[config.mk]
export PLATFORM = sky130hd
export DESIGN_NAME = button_debouncer
export DESIGN_NICKNAME = d
export VERILOG_FILES = /design/src/rtl/btn_pkg.sv /design/src/rtl/debounce_channel.sv /design/src/rtl/button_debouncer.sv
export SDC_FILE = /design/constraint.sdc
export NUM_CORES = 1
export LEC_CHECK = 0
export BUFFER_PORTS_ARGS = -buffer_cell sky130_fd_sc_hd__buf_2
export CAP_MARGIN = 20
export CORE_AREA = 2 2 112 71
export CTS_CLUSTER_SIZE = 12
export DETAILED_ROUTE_END_ITERATION = 10
export DIE_AREA = 0 0 114 73
export GPL_TIMING_DRIVEN = 0
export RECOVER_POWER = 50
export SETUP_SLACK_MARGIN = 0.4
export SLEW_MARGIN = 5
export SYNTH_ARGS = -nofsm -noshare
export SYNTH_HDL_FRONTEND = slang
export SYNTH_HIERARCHICAL = 1
export SYNTH_SLANG_ARGS = --single-unit
[constraint.sdc]
create_clock -name clk -period 4.9 [get_ports clk]
set_input_delay 0.98 -clock clk [delete_from_list [all_inputs] [get_ports clk]]
set_output_delay 0.98 -clock clk [all_outputs]
set_load 0.02 [all_outputs]
[src/rtl/btn_pkg.sv]
// Shared constants, FSM encoding and counter-width helper for the button debouncer.
package btn_pkg;

  localparam int N_BTN_DEF     = 5;
  localparam int STABLE_MS_DEF = 20;

  localparam logic [0:0] ST_STABLE   = 1'b0;
  localparam logic [0:0] ST_CHANGING = 1'b1;

  // ceil(log2(stable_ms+1)), never less than 1
  function automatic int cnt_w_for(input int stable_ms);
    int w;
    w = 1;
    while ((1 << w) < stable_ms + 1) w++;
    return w;
  endfunction

endpackage

[src/rtl/debounce_channel.sv]
// One debounced button: 2-flop synchroniser, ms-tick counter, two-state FSM and
// registered press/release pulses.
module debounce_channel
  import btn_pkg::*;
#(
  parameter int STABLE_MS = STABLE_MS_DEF,
  parameter int CNT_W     = cnt_w_for(STABLE_MS_DEF)
) (
  input  logic clk,
  input  logic rst_n,
  input  logic tick,
  input  logic btn_raw,
  output logic btn_level,
  output logic btn_press,
  output logic btn_release
);

  localparam logic [CNT_W-1:0] CNT_LAST = CNT_W'(STABLE_MS - 1);

  logic [1:0]       sync;
  logic             btn_s;
  logic [0:0]       state;
  logic [CNT_W-1:0] cnt;
  logic [CNT_W-1:0] cnt_cur;

  assign btn_s   = sync[1];
  // the counter is only meaningful while a change is pending
  assign cnt_cur = (state == ST_STABLE) ? '0 : cnt;

  always_ff @(posedge clk or negedge rst_n) begin
    if (!rst_n) begin
      sync        <= '0;
      state       <= ST_STABLE;
      cnt         <= '0;
      btn_level   <= 1'b0;
      btn_press   <= 1'b0;
      btn_release <= 1'b0;
    end else begin
      sync        <= {sync[0], btn_raw};
      btn_press   <= 1'b0;
      btn_release <= 1'b0;
      if (btn_s == btn_level) begin
        // a return to the current level aborts any pending change
        state <= ST_STABLE;
        cnt   <= '0;
      end else if (tick) begin
        if (cnt_cur == CNT_LAST) begin
          state       <= ST_STABLE;
          cnt         <= '0;
          btn_level   <= btn_s;
          btn_press   <= btn_s;
          btn_release <= ~btn_s;
        end else begin
          state <= ST_CHANGING;
          cnt   <= cnt_cur + CNT_W'(1);
        end
      end else begin
        state <= ST_CHANGING;
        cnt   <= cnt_cur;
      end
    end
  end

endmodule

[src/rtl/button_debouncer.sv]
// N_BTN-channel push-button debouncer; the 1 kHz ms_clk is sampled as data and its
// rising edge becomes a one-clk tick shared by all channels.
module button_debouncer
  import btn_pkg::*;
#(
  parameter int N_BTN     = N_BTN_DEF,
  parameter int STABLE_MS = STABLE_MS_DEF,
  parameter int CNT_W     = cnt_w_for(STABLE_MS)
) (
  input  logic             clk,
  input  logic             rst_n,
  input  logic             ms_clk,
  input  logic [N_BTN-1:0] btn_raw,
  output logic [N_BTN-1:0] btn_level,
  output logic [N_BTN-1:0] btn_press,
  output logic [N_BTN-1:0] btn_release
);

  logic ms_d;
  logic tick;

  // ms_d resets high so a high ms_clk at reset release is not seen as an edge
  always_ff @(posedge clk or negedge rst_n) begin
    if (!rst_n) ms_d <= 1'b1;
    else        ms_d <= ms_clk;
  end

  assign tick = ms_clk & ~ms_d;

  for (genvar g = 0; g < N_BTN; g++) begin : g_ch
    debounce_channel #(
      .STABLE_MS(STABLE_MS),
      .CNT_W    (CNT_W)
    ) u_ch (
      .clk        (clk),
      .rst_n      (rst_n),
      .tick       (tick),
      .btn_raw    (btn_raw[g]),
      .btn_level  (btn_level[g]),
      .btn_press  (btn_press[g]),
      .btn_release(btn_release[g])
    );
  end

endmodule

==> out/metrics.yaml, run 1 <==
status: "finished, final reports clean"
rsz0062_at_grt: "no"
avgRoutedWirePerCell_um: 12.1
synth-seq-cells: 56
setup_viol: 0
placed_cells: 324
drv_cap: 0
min_from: "g_ch[2].u_ch/sync[0]"
grt_start_max_net_pins: 37
route.vias.total: 1554
yosysSeqAreaShare: 0.567
slew_violations: 0
syn_inst: 207
start_util: 0.332
leakagePower_uw: 0.00133
fin_crit_ps: 2390
timing.final.crit_share: 0.487
clock_latency_ps: 290
synth_cell_type_count: 22
syn_avg_cell_area_um2: 11.9
worstMarginPinSlew_ps: 1180
cts-buffers-inserted: 5
max-slew-margin-rel: 0.214
hold_depth: 0
hold_buffers: 0
worst-path-max-fanout: 35
endpoint_kind: "register"
tns_ps: 0
grt_pass1_wl_um: 7250
critical_path.startpoint_type: "input pin"
synth_edf_count: 0
antenna_found_initial: 0
grt_util_all_layers: 0.112
yosys.area.top_type: "dfrtp_1"
worstSetupPathType: "in -> reg"
power.density_nw_per_um2: 346
overflow: 0
r2r.worst_path.cells: 4
cts.sinks: 56
die_y_um: 73
viasPerCell: 4.68
rows: 25
area_growth_syn_to_layout_pct: 18.6
critPathRequiredTime_ps: 5080
drc: 0
nets: 250
clock_path_buffers: 2
yosysWarningCount: 6
clock_skew_ps: 4.89
core-area_um2: 7440
r2r-start: "ms_d"
cts_root_buf: "clkbuf_16"
drive_gt1_frac: 0.193
synth-main-ff-cell: "dfrtp_1"
cts_tree: "yes"
min-delay-path-class: "reg -> reg"
portBuffers: 22
ctsHtreeMaxLevel: 2
fmax_mhz: 419
drtIter0Drc: 83
yosys-top-cells-area: "dfrtp_1 (56%), xnor2_1 (5.3%), nor4bb_2 (3.3%), mux2_4 (3.0%), nor3b_1 (3.0%)"
io_pins: 23
cts_resized: 0
die_w_um: 114
rrSetupSlack_ps: 2980
synth_fp_nets: 220
synth_most_common_cell: "dfrtp_1"
instances_no_fill: 332
totalPowerFinal_uw: 1020
routed_wirelength_um: 4020
worstReg2RegEnd: "g_ch[4].u_ch/btn_level"
post_cts_buffers: 0
first_pass_iters: 4
hold_end: "g_ch[2].u_ch/sync[1]"
finalHoldViolations: 0
diodes: 0
cp_data_arrival_time_ps: 2570
gp_congestion: 0.777
ant_nets: 0
async_reset_ff_frac: 1.00
path_clk_slew_ps: 70
peakVddDrop_uv: 142
grt_pass1_vias: 1520
synth_common_cells: "dfrtp_1 (55), nand2_1 (15), xnor2_1 (15)"
synth_top_area_share: 0.556
dp.final_hpwl_um: 2790
dieArea_um2: 8320
syn-cell-area_um2: 2470
state kept, by name, summed over array words and instances, names as in the netlist:
| register | cells |
|---|---|
| g_ch.u_ch/cnt | 25 |
| g_ch.u_ch/btn_release | 5 |
| g_ch.u_ch/sync | 10 |
| ms_d | 1 |
| g_ch.u_ch/btn_level | 5 |
| g_ch.u_ch/btn_press | 5 |
| g_ch.u_ch/state | 5 |
routing by layer:
layer / part of all wire / vias to the layer above / global-route usage
met4: 0.017 / 0 / 0.0447
met3: 0.042 / 8 / 0.0390
met1: 0.53 / 750 / 0.152
met2: 0.41 / 19 / 0.163
met5: 0 / - / 0
li1: - / 777 / -
power breakdown:
| part | internal (µW) | total [µW] | switching (µW) | leakage (µW) |
|---|---|---|---|---|
| combinational | 13.6 | 35.4 | 21.8 | 0.000480 |
| sequential | 472 | 479 | 6.98 | 0.000741 |
| clock | 344 | 501 | 157 | 0.000104 |
| total | 830 | 1020 | 185 | 0.00133 |
per-stage QoR:
stage / hold slack, ps / cell area [µm²] / utilization / setup WS, ps
after floorplan: 331 / 2470 / - / 2600
after global placement: 333 / 2700 / 0.363 / 2210
after detailed placement: 336 / 2720 / 0.366 / 2220
after CTS: 353 / 2940 / 0.394 / 2530
after global routing: 364 / 2930 / 0.394 / 2340
final: 349 / 2930 / 0.394 / 2510
worst max-delay path, cell delays in order:
cell and delay, ps:
clkbuf_1 100, nor2b_4 620, nand2_1 230, and2b_2 320, mux2_4 300
cells by family (layout without fill, tap and decap cells):
| logic type | Yosys count | count (layout) | synth area share |
|---|---|---|---|
| AND/OR/NAND/NOR | 101 | 101 | 0.266 |
| flip-flops | 56 | 56 | 0.567 |
| AO/OA/AOI/OAI | 20 | 20 | 0.0405 |
| XOR/XNOR | 20 | 20 | 0.0708 |
| adder cells (fa/ha/maj) | 5 | 5 | 0.0253 |
| multiplexers | 5 | 5 | 0.0303 |
| buffers and inverters | 0 | 31 | 0 |
worst max-delay path by stage:
| stage | start | end | slack, ps | cells past startpoint |
|---|---|---|---|---|
| CTS | ms_clk | g_ch[0].u_ch/btn_level | 2530 | 5 |
| detailed placement | ms_clk | g_ch[0].u_ch/btn_level | 2220 | 5 |
| finish | ms_clk | g_ch[4].u_ch/btn_level | 2510 | 5 |
| global placement | ms_clk | g_ch[4].u_ch/btn_level | 2210 | 5 |
| floorplan | ms_clk | g_ch[0].u_ch/btn_level | 2600 | 4 |
| global route | ms_clk | g_ch[0].u_ch/btn_level | 2340 | 5 |
area by class of cell:
class,count,area (µm²)
clock buffers,5,125
repair buffers,23,128
flip-flops and latches,56,1400
clock inverters,3,90.1
fillers,714,4510
well taps,94,118
multi-input cells,151,1070
placed cells by master (no fill, tap or decap), drive strengths merged, types with 5 or more instances in the layout:
master	count
and4b	5
and2b	10
nor4bb	5
mux2	5
dfrtp	55
o21ai	10
nand2b	10
nand2	15
nand3	5
buf	21
xnor2	15
ha	5
a21oi	10
nor2	10
clkbuf	7
nor3b	10
xor2	5
and2	10
nor2b	6
nand4	5
nor3	10
Power figures use the tool's default switching activity.
==> inputs of run 2 (changes only) <==
--- a/config.mk
+++ b/config.mk
@@ -5,6 +5,7 @@
 export SDC_FILE = /design/constraint.sdc
 export NUM_CORES = 1
 export LEC_CHECK = 0
+export ABC_AREA = 1
 export BUFFER_PORTS_ARGS = -buffer_cell sky130_fd_sc_hd__buf_2
 export CAP_MARGIN = 20
 export CORE_AREA = 2 2 112 71
==> constraint.sdc (replaced) <==
create_clock -name clk -period 2 [get_ports clk]
set_input_delay 0.4 -clock clk [delete_from_list [all_inputs] [get_ports clk]]
set_output_delay 0.4 -clock clk [all_outputs]
set_load 0.02 [all_outputs]
==> out/metrics.yaml, run 2 <==
status: "finished, final reports clean"  # unchanged
worstMarginPinSlew_ps: 664  # was 1180 ps
grtUsageMet2: 0.165  # was 0.163
first_pass_iters: 4  # unchanged
syn_avg_cell_area_um2: 9.12  # was 11.9 µm²
clock_skew_ps: 6.11  # was 4.89 ps
clock_path_buffers: 2  # unchanged
yosysSeqAreaShare: 0.564  # was 0.567
largest_reg_flops: 25  # unchanged
worstSetupPathType: "reg -> reg"  # was in -> reg
synth_fp_nets: 286  # was 220
avgRoutedWirePerCell_um: 10.4  # was 12.1 µm
fmax_mhz: 705
path_clk_slew_ps: 70  # about the same
critical_path.startpoint_type: "register"  # was input pin
die_w_um: 114  # unchanged
viasPerCell: 4.29  # was 4.68
worstReg2RegEnd: "g_ch[0].u_ch/cnt[4]"  # was g_ch[4].u_ch/btn_level
ant_nets: 0  # unchanged
nets: 317  # was 250
grt-busiest-layer: "met2"  # unchanged
min-delay-path-class: "in -> async"  # was reg -> reg
drtIter0Drc: 51  # was 83
crit_chain: "nand2_1, inv_1, ha_1, nand2_1, nand3b_4, nand2_1, a21oi_2"  # was clkbuf_1, nor2b_4, nand2_1, and2b_2, mux2_4
ctsHtreeMaxLevel: 2  # unchanged
tns_ps: 0  # unchanged
area_growth_syn_to_layout_pct: 15.6  # was 18.6%
yosys-top-cells-area: "dfrtp_1 (55%), nand2_1 (9.0%), inv_1 (6.9%), nor2_1 (6.0%), nand3b_4 (4.0%)"  # was dfrtp_1 (56%), xnor2_1 (5.3%), nor4bb_2 (3.3%), mux2_4 (3.0%), nor3b_1 (3.0%)
route.vias.total: 1710  # was 1,554
power.density_nw_per_um2: 740  # was 346 nW/µm²
synth_most_common_cell: "nand2_1"  # was dfrtp_1
synth_cell_type_count: 17  # was 22
slowest_delay_ps: 440  # was 620 ps
yosysWarningCount: 6  # unchanged
synth_edf_count: 0  # unchanged
placed_cells: 390  # was 324
hold_buffers: 0  # unchanged
worst-path-max-fanout: 5  # was 35
diodes: 0  # unchanged
synth_fa_ha_area_frac: 0.0251  # was 0.0253
leakagePower_uw: 0.00151  # was 0.00133 µW
core-area_um2: 7440  # unchanged
dp.final_hpwl_um: 2970  # was 2790 µm
portBuffers: 22  # unchanged
synth-seq-cells: 56  # unchanged
async_reset_ff_frac: 1.00  # unchanged
grt_start_max_net_pins: 31  # was 37
hold_slack_ps: 134  # was 349 ps
grt_util_met1: 0.148  # was 0.152
drc: 0  # unchanged
layout_common_cells: "nand2_1 (60), dfrtp_1 (55), inv_1 (46)"  # was dfrtp_1 (55), buf_2 (20), xnor2_1 (15), nand2_1 (15)
rsz0062_at_grt: "no"  # unchanged
yosys.area.top_type: "dfrtp_1"  # unchanged
overflow: 0  # unchanged
reg_top3: "g_ch.u_ch/cnt: 25 flops, g_ch.u_ch/sync: 10 flops"  # unchanged
synth_compound_area_frac: 0.0478  # was 0.0405
gp_congestion: 0.755  # was 0.777
synth-main-ff-cell: "dfrtp_1"  # unchanged
antenna_found_initial: 0  # unchanged
synthXorXnorAreaFrac: 0.0352  # was 0.0708
max-slew-margin-rel: 0.557  # was 0.214
cts_tree: "yes"  # unchanged
finalHoldViolations: 0  # unchanged
instances_no_fill: 399  # was 332
die_y_um: 73  # unchanged
grt_util_all_layers: 0.109  # was 0.112
endpoint_kind: "register"  # unchanged
setup_viol: 0  # unchanged
grt_pass1_wl_um: 7160  # was 7250 µm
io_pins: 23  # unchanged
r2r.worst_path.cells: 7  # was 4
syn-cell-area_um2: 2490  # was 2470 µm²
crit_top_cell: "nand2_1"
slew_violations: 0  # unchanged
timing.final.crit_share: 0.709
synth_mux_area_frac: 0  # was 0.0303
final_common_cell: "nand2_1"  # was dfrtp_1
crit_slowest_cell: "dfrtp_1"  # was nor2b_4
clock_latency_ps: 290  # about the same
cts-buffers-inserted: 5  # unchanged
grtUsageMet3: 0.0399  # was 0.0390
rrSetupSlack_ps: 580  # was 2980 ps
synth_common_cells: "nand2_1 (60), dfrtp_1 (55), inv_1 (46)"  # was dfrtp_1 (55), nand2_1 (15), xnor2_1 (15)
cp_data_arrival_time_ps: 1640  # was 2570 ps
fin_crit_ps: 1420
syn_inst: 273  # was 207
routed_wirelength_um: 4160  # was 4020 µm
drv_cap: 0  # unchanged
dieArea_um2: 8320  # unchanged
critPathRequiredTime_ps: 2220  # was 5080 ps
synth_top_area_share: 0.553  # was 0.556
peakVddDrop_uv: 328  # was 142 µV
drive_gt1_frac: 0.170  # was 0.193
cts_root_buf: "clkbuf_16"  # unchanged
cts.sinks: 56  # unchanged
synth-simple-area-share: 0.259  # was 0.266
largest_register: "g_ch.u_ch/cnt"  # unchanged
r2r-start: "g_ch[0].u_ch/state"  # was ms_d
rows: 25  # unchanged
start_util: 0.334  # was 0.332
synth_top_family_by_area: "simple AND/OR/NAND/NOR gates"  # unchanged
grt_pass1_vias: 1642  # was 1,520
## run 2: how the worst max path moves through the flow
stage	from	endpoint	slack (ps)	depth (start not counted)
2_1_floorplan	ms_clk	g_ch[0].u_ch/cnt[2]	510	6
3_3_place_gp	ms_clk	g_ch[2].u_ch/cnt[2]	90	7
3_5_place_dp	ms_clk	g_ch[2].u_ch/state	60	7
4_1_cts	ms_d	g_ch[2].u_ch/state	500	5
5_1_grt	g_ch[2].u_ch/state	g_ch[2].u_ch/cnt[4]	430	7
6_report	g_ch[0].u_ch/state	g_ch[0].u_ch/cnt[4]	580	7
## run 2: cell families after synthesis
| logic type | Yosys count |
|---|---|
| adders and majority gates | 5 |
| AOI/OAI and AO/OA | 20 |
| and+or+nand+nor | 136 |
| DFF | 56 |
| xor gates and xnor gates | 10 |
| buffers and inverters | 46 |
## run 2: routing by layer
layer / share of wire / wire length (µm)
met1: 0.51 / 2130
met2: 0.44 / 1850
met3: 0.042 / 173
met4: 0.0024 / 10
met5: 0 / 0
## run 2: what timing repair did
item	CTS	global route
endpoints found under the hold margin	0	0
setup buffers	0	0
resized for setup	1	0
cloned	0	1
endpoints found under the setup margin	35	3
pin swaps	0	1
## run 2: final cells by class
type	instances	area [µm²]
sequential	56	1400
multi-input combinational	172	925
fill	766	4570
clock inverter	2	16.3
inverter	46	173
clock buffer	6	129
tap	94	118
timing repair buffer	23	114
## run 2: through the flow
step	worst slack (ps)	util	power, µW	instance area (µm²)
floorplan	513	-	1250	2490
global placement	94.3	0.365	1290	2720
detailed placement	62.0	0.368	1300	2740
CTS	502	0.388	2180	2890
global route	430	0.386	2240	2880
finish	582	0.386	2130	2880
## run 2: power breakdown
part	total (µW)	internal, µW	leakage [µW]	switching, µW
clock	856	467	0.0000671	389
sequential	1180	1160	0.000739	18.6
combinational	96.1	26.1	0.000706	70.0
total	2130	1650	0.00151	477
## run 2: worst max-delay path, delay by kind of cell, from the launching register on
family	cells	cell delay (ps)
DFF	1	440
buffers and inverters	1	70
and+or+nand+nor	4	510
adders and majority gates	1	200
AOI/OAI and AO/OA	1	120
==> inputs of run 3 (changes only) <==
==> constraint.sdc (replaced) <==
create_clock -name clk -period 1.3 [get_ports clk]
set_input_delay 0.26 -clock clk [delete_from_list [all_inputs] [get_ports clk]]
set_output_delay 0.26 -clock clk [all_outputs]
set_load 0.02 [all_outputs]
==> out/metrics.yaml, run 3 (synthesis gave the netlist of run 2 again) <==
avgRoutedWirePerCell_um: 12.4  # was 10.4 µm
placed_cells: 390  # unchanged
area_growth_syn_to_layout_pct: 50.8  # was 15.6%
fmax_mhz: 807  # was 705 MHz
core-area_um2: 7440  # unchanged
final_cell_area_um2: 3750  # was 2880 µm²
cp_data_arrival_time_ps: 1480  # was 1640 ps
cp-endpoint: "g_ch[0].u_ch/cnt[4]"  # unchanged
drv_cap: 0  # unchanged
r2r.worst_path.cells: 6  # was 7
grt_pass1_vias: 2030  # was 1,642
slowest_delay_ps: 560  # was 440 ps
start_util: 0.334  # unchanged
hold_slack_ps: -20.7  # was 134 ps
clock_path_buffers: 2  # unchanged
antenna_found_initial: 0  # unchanged
crit_top_cell: "nand2_4"  # was nand2_1
cts_tree: "yes"  # unchanged
cts_root_buf: "clkbuf_16"  # unchanged
endpoint_kind: "register"  # unchanged
gp_congestion: 0.731  # was 0.755
worstMarginPinSlew_ps: 657  # was 664 ps
reg_top3: "g_ch.u_ch/cnt: 25 flops, g_ch.u_ch/sync: 10 flops"  # unchanged
status: "finished, violations left"  # was finished, final reports clean
power.density_nw_per_um2: 939  # was 740 nW/µm²
overflow: 0  # unchanged
diodes: 0  # unchanged
critical_path.startpoint_type: "register"  # unchanged
startpoint: "ms_d"  # was g_ch[0].u_ch/state
dp.final_hpwl_um: 3080  # was 2970 µm
die_w_um: 114  # unchanged
die_y_um: 73  # unchanged
routed_wirelength_um: 5410  # was 4160 µm
viasPerCell: 4.45  # was 4.29
worst-path-max-fanout: 5  # unchanged
clock_latency_ps: 300  # was 290 ps
path_clk_slew_ps: 70  # about the same
slew_violations: 0  # unchanged
ctsHtreeMaxLevel: 2  # unchanged
timing.final.crit_share: 0.953  # was 0.709
grt_util_all_layers: 0.145  # was 0.109
violations: "negative hold slack"
dieArea_um2: 8320  # unchanged
pre_cts_ws_ps: -189  # was 62.0 ps
drive_gt1_frac: 0.497  # was 0.170
drc: 0  # unchanged
crit_slowest_cell: "dfstp_2"  # was dfrtp_1
largest_reg_flops: 25  # unchanged
worstSetupPathType: "reg -> reg"  # unchanged
rsz0062_at_grt: "yes"  # was no
finalHoldViolations: 25  # was 0
drtIter0Drc: 100  # was 51
route.vias.total: 1949  # was 1,710
cts-buffers-inserted: 5  # unchanged
min-delay-path-class: "in -> async"  # unchanged
worstReg2RegEnd: "g_ch[0].u_ch/cnt[4]"  # unchanged
nets: 356  # was 317
layout_common_cells: "dfrtp_1 (47), nand2_1 (39), nor2_1 (32)"  # was nand2_1 (60), dfrtp_1 (55), inv_1 (46)
clock_skew_ps: 3.88  # was 6.11 ps
ant_nets: 0  # unchanged
critPathRequiredTime_ps: 1540  # was 2220 ps
rows: 25  # unchanged
largest_register: "g_ch.u_ch/cnt"  # unchanged
rrSetupSlack_ps: 60  # was 580 ps
leakagePower_uw: 0.00181  # was 0.00151 µW
first_pass_iters: 4  # unchanged
crit_chain: "nor2_4, buf_12, nand2_4, nand3b_4, nand2_4, a21oi_2"  # was nand2_1, inv_1, ha_1, nand2_1, nand3b_4, nand2_1, a21oi_2
r2r-start: "ms_d"  # was g_ch[0].u_ch/state
final_util: 0.504  # was 0.386
placed_cell_area_um2: 2780  # was 2740 µm²
grt_start_max_net_pins: 32  # was 31
grt_pass1_wl_um: 9230  # was 7160 µm
fin_crit_ps: 1240  # was 1420 ps
portBuffers: 22  # unchanged
peakVddDrop_uv: 434  # was 328 µV
cts.sinks: 56  # unchanged
instances_no_fill: 438  # was 399
io_pins: 23  # unchanged
setup_viol: 0  # unchanged
final_common_cell: "dfrtp_1"  # was nand2_1
fillers: 675  # was 766
max-slew-margin-rel: 0.562  # was 0.557
fin_ws_ps: 60.6  # was 582 ps
==> run 3: changes by cell type in the layout (fill, tap and decap cells not counted), moves of 8 or more <==
| cell | before | now |
|---|---|---|
| buf_4 | 0 | 29 |
| nand2_1 | 60 | 39 |
| nand2_2 | 5 | 16 |
| buf_2 | 21 | 5 |
| buf_6 | 0 | 22 |
| inv_1 | 46 | 27 |
| dfrtp_2 | 0 | 8 |
| nor2_1 | 40 | 32 |
| nor3_2 | 0 | 8 |
| inv_2 | 0 | 14 |
| dfrtp_1 | 55 | 47 |
| nand2_4 | 0 | 10 |
| nor3_1 | 10 | 2 |
==> run 3: layout make-up <==
cell class | instances | area, µm² | area share
clock buffers | 6 | 139 | 0.0370
clock inverters | 2 | 10.0 | 0.00267
inverters | 46 | 225 | 0.0600
multi-input cells | 173 | 1300 | 0.345
flip-flops and latches | 56 | 1410 | 0.376
well taps | 94 | 118 | 0.0313
repair buffers | 61 | 552 | 0.147
==> run 3: through the flow <==
step	TNS, ps	power [µW]
detailed placement	-5150	2010
floorplan	0	1930
global route	0	3690
CTS	0	3530
finish	0	3520
global placement	-9650	1990
==> run 3: worst max-delay path: cells and delay by family, from the launching register on <==
kind                   cells  cell delay (ps)
DFF                        1              560
buffers and inverters      1              150
and+or+nand+nor            4              360
AOI/OAI and AO/OA          1               90
==> run 3: what timing repair did <==
item | 4_1_cts | 5_1_grt
resized for setup | 107 | 45
hold endpoints to repair | 25 | 0
setup buffers | 27 | 10
cloned | 3 | 0
setup endpoints to repair | 60 | 60
pin swaps | 39 | 20
==> run 3: power by group <==
group | internal [µW] | switching [µW]
Sequential | 1790 | 36.0
Combinational | 137 | 182
Clock | 761 | 622
==> run 3: how the worst min path moves through the flow <==
stage / to / start / slack, ps / cells past startpoint
final: g_ch[1].u_ch/btn_release / rst_n / -20 / 1
after global routing: g_ch[1].u_ch/btn_release / rst_n / 30 / 1
after CTS: g_ch[1].u_ch/btn_release / rst_n / -9 / 1
after detailed placement: g_ch[1].u_ch/btn_release / rst_n / 310 / 1
after global placement: g_ch[4].u_ch/sync[1] / g_ch[4].u_ch/sync[0] / 330 / 0
after floorplan: g_ch[0].u_ch/btn_level / rst_n / -40 / 0
==> run 3: metal layers <==
layer / vias up / routed length, µm / track usage / share of wire
li1: 974 / - / - / -
met1: 942 / 2460 / 0.180 / 0.45
met2: 28 / 2680 / 0.241 / 0.50
met3: 5 / 199 / 0.0440 / 0.037
met4: 0 / 71 / 0.0542 / 0.013
met5: - / 0 / 0 / 0
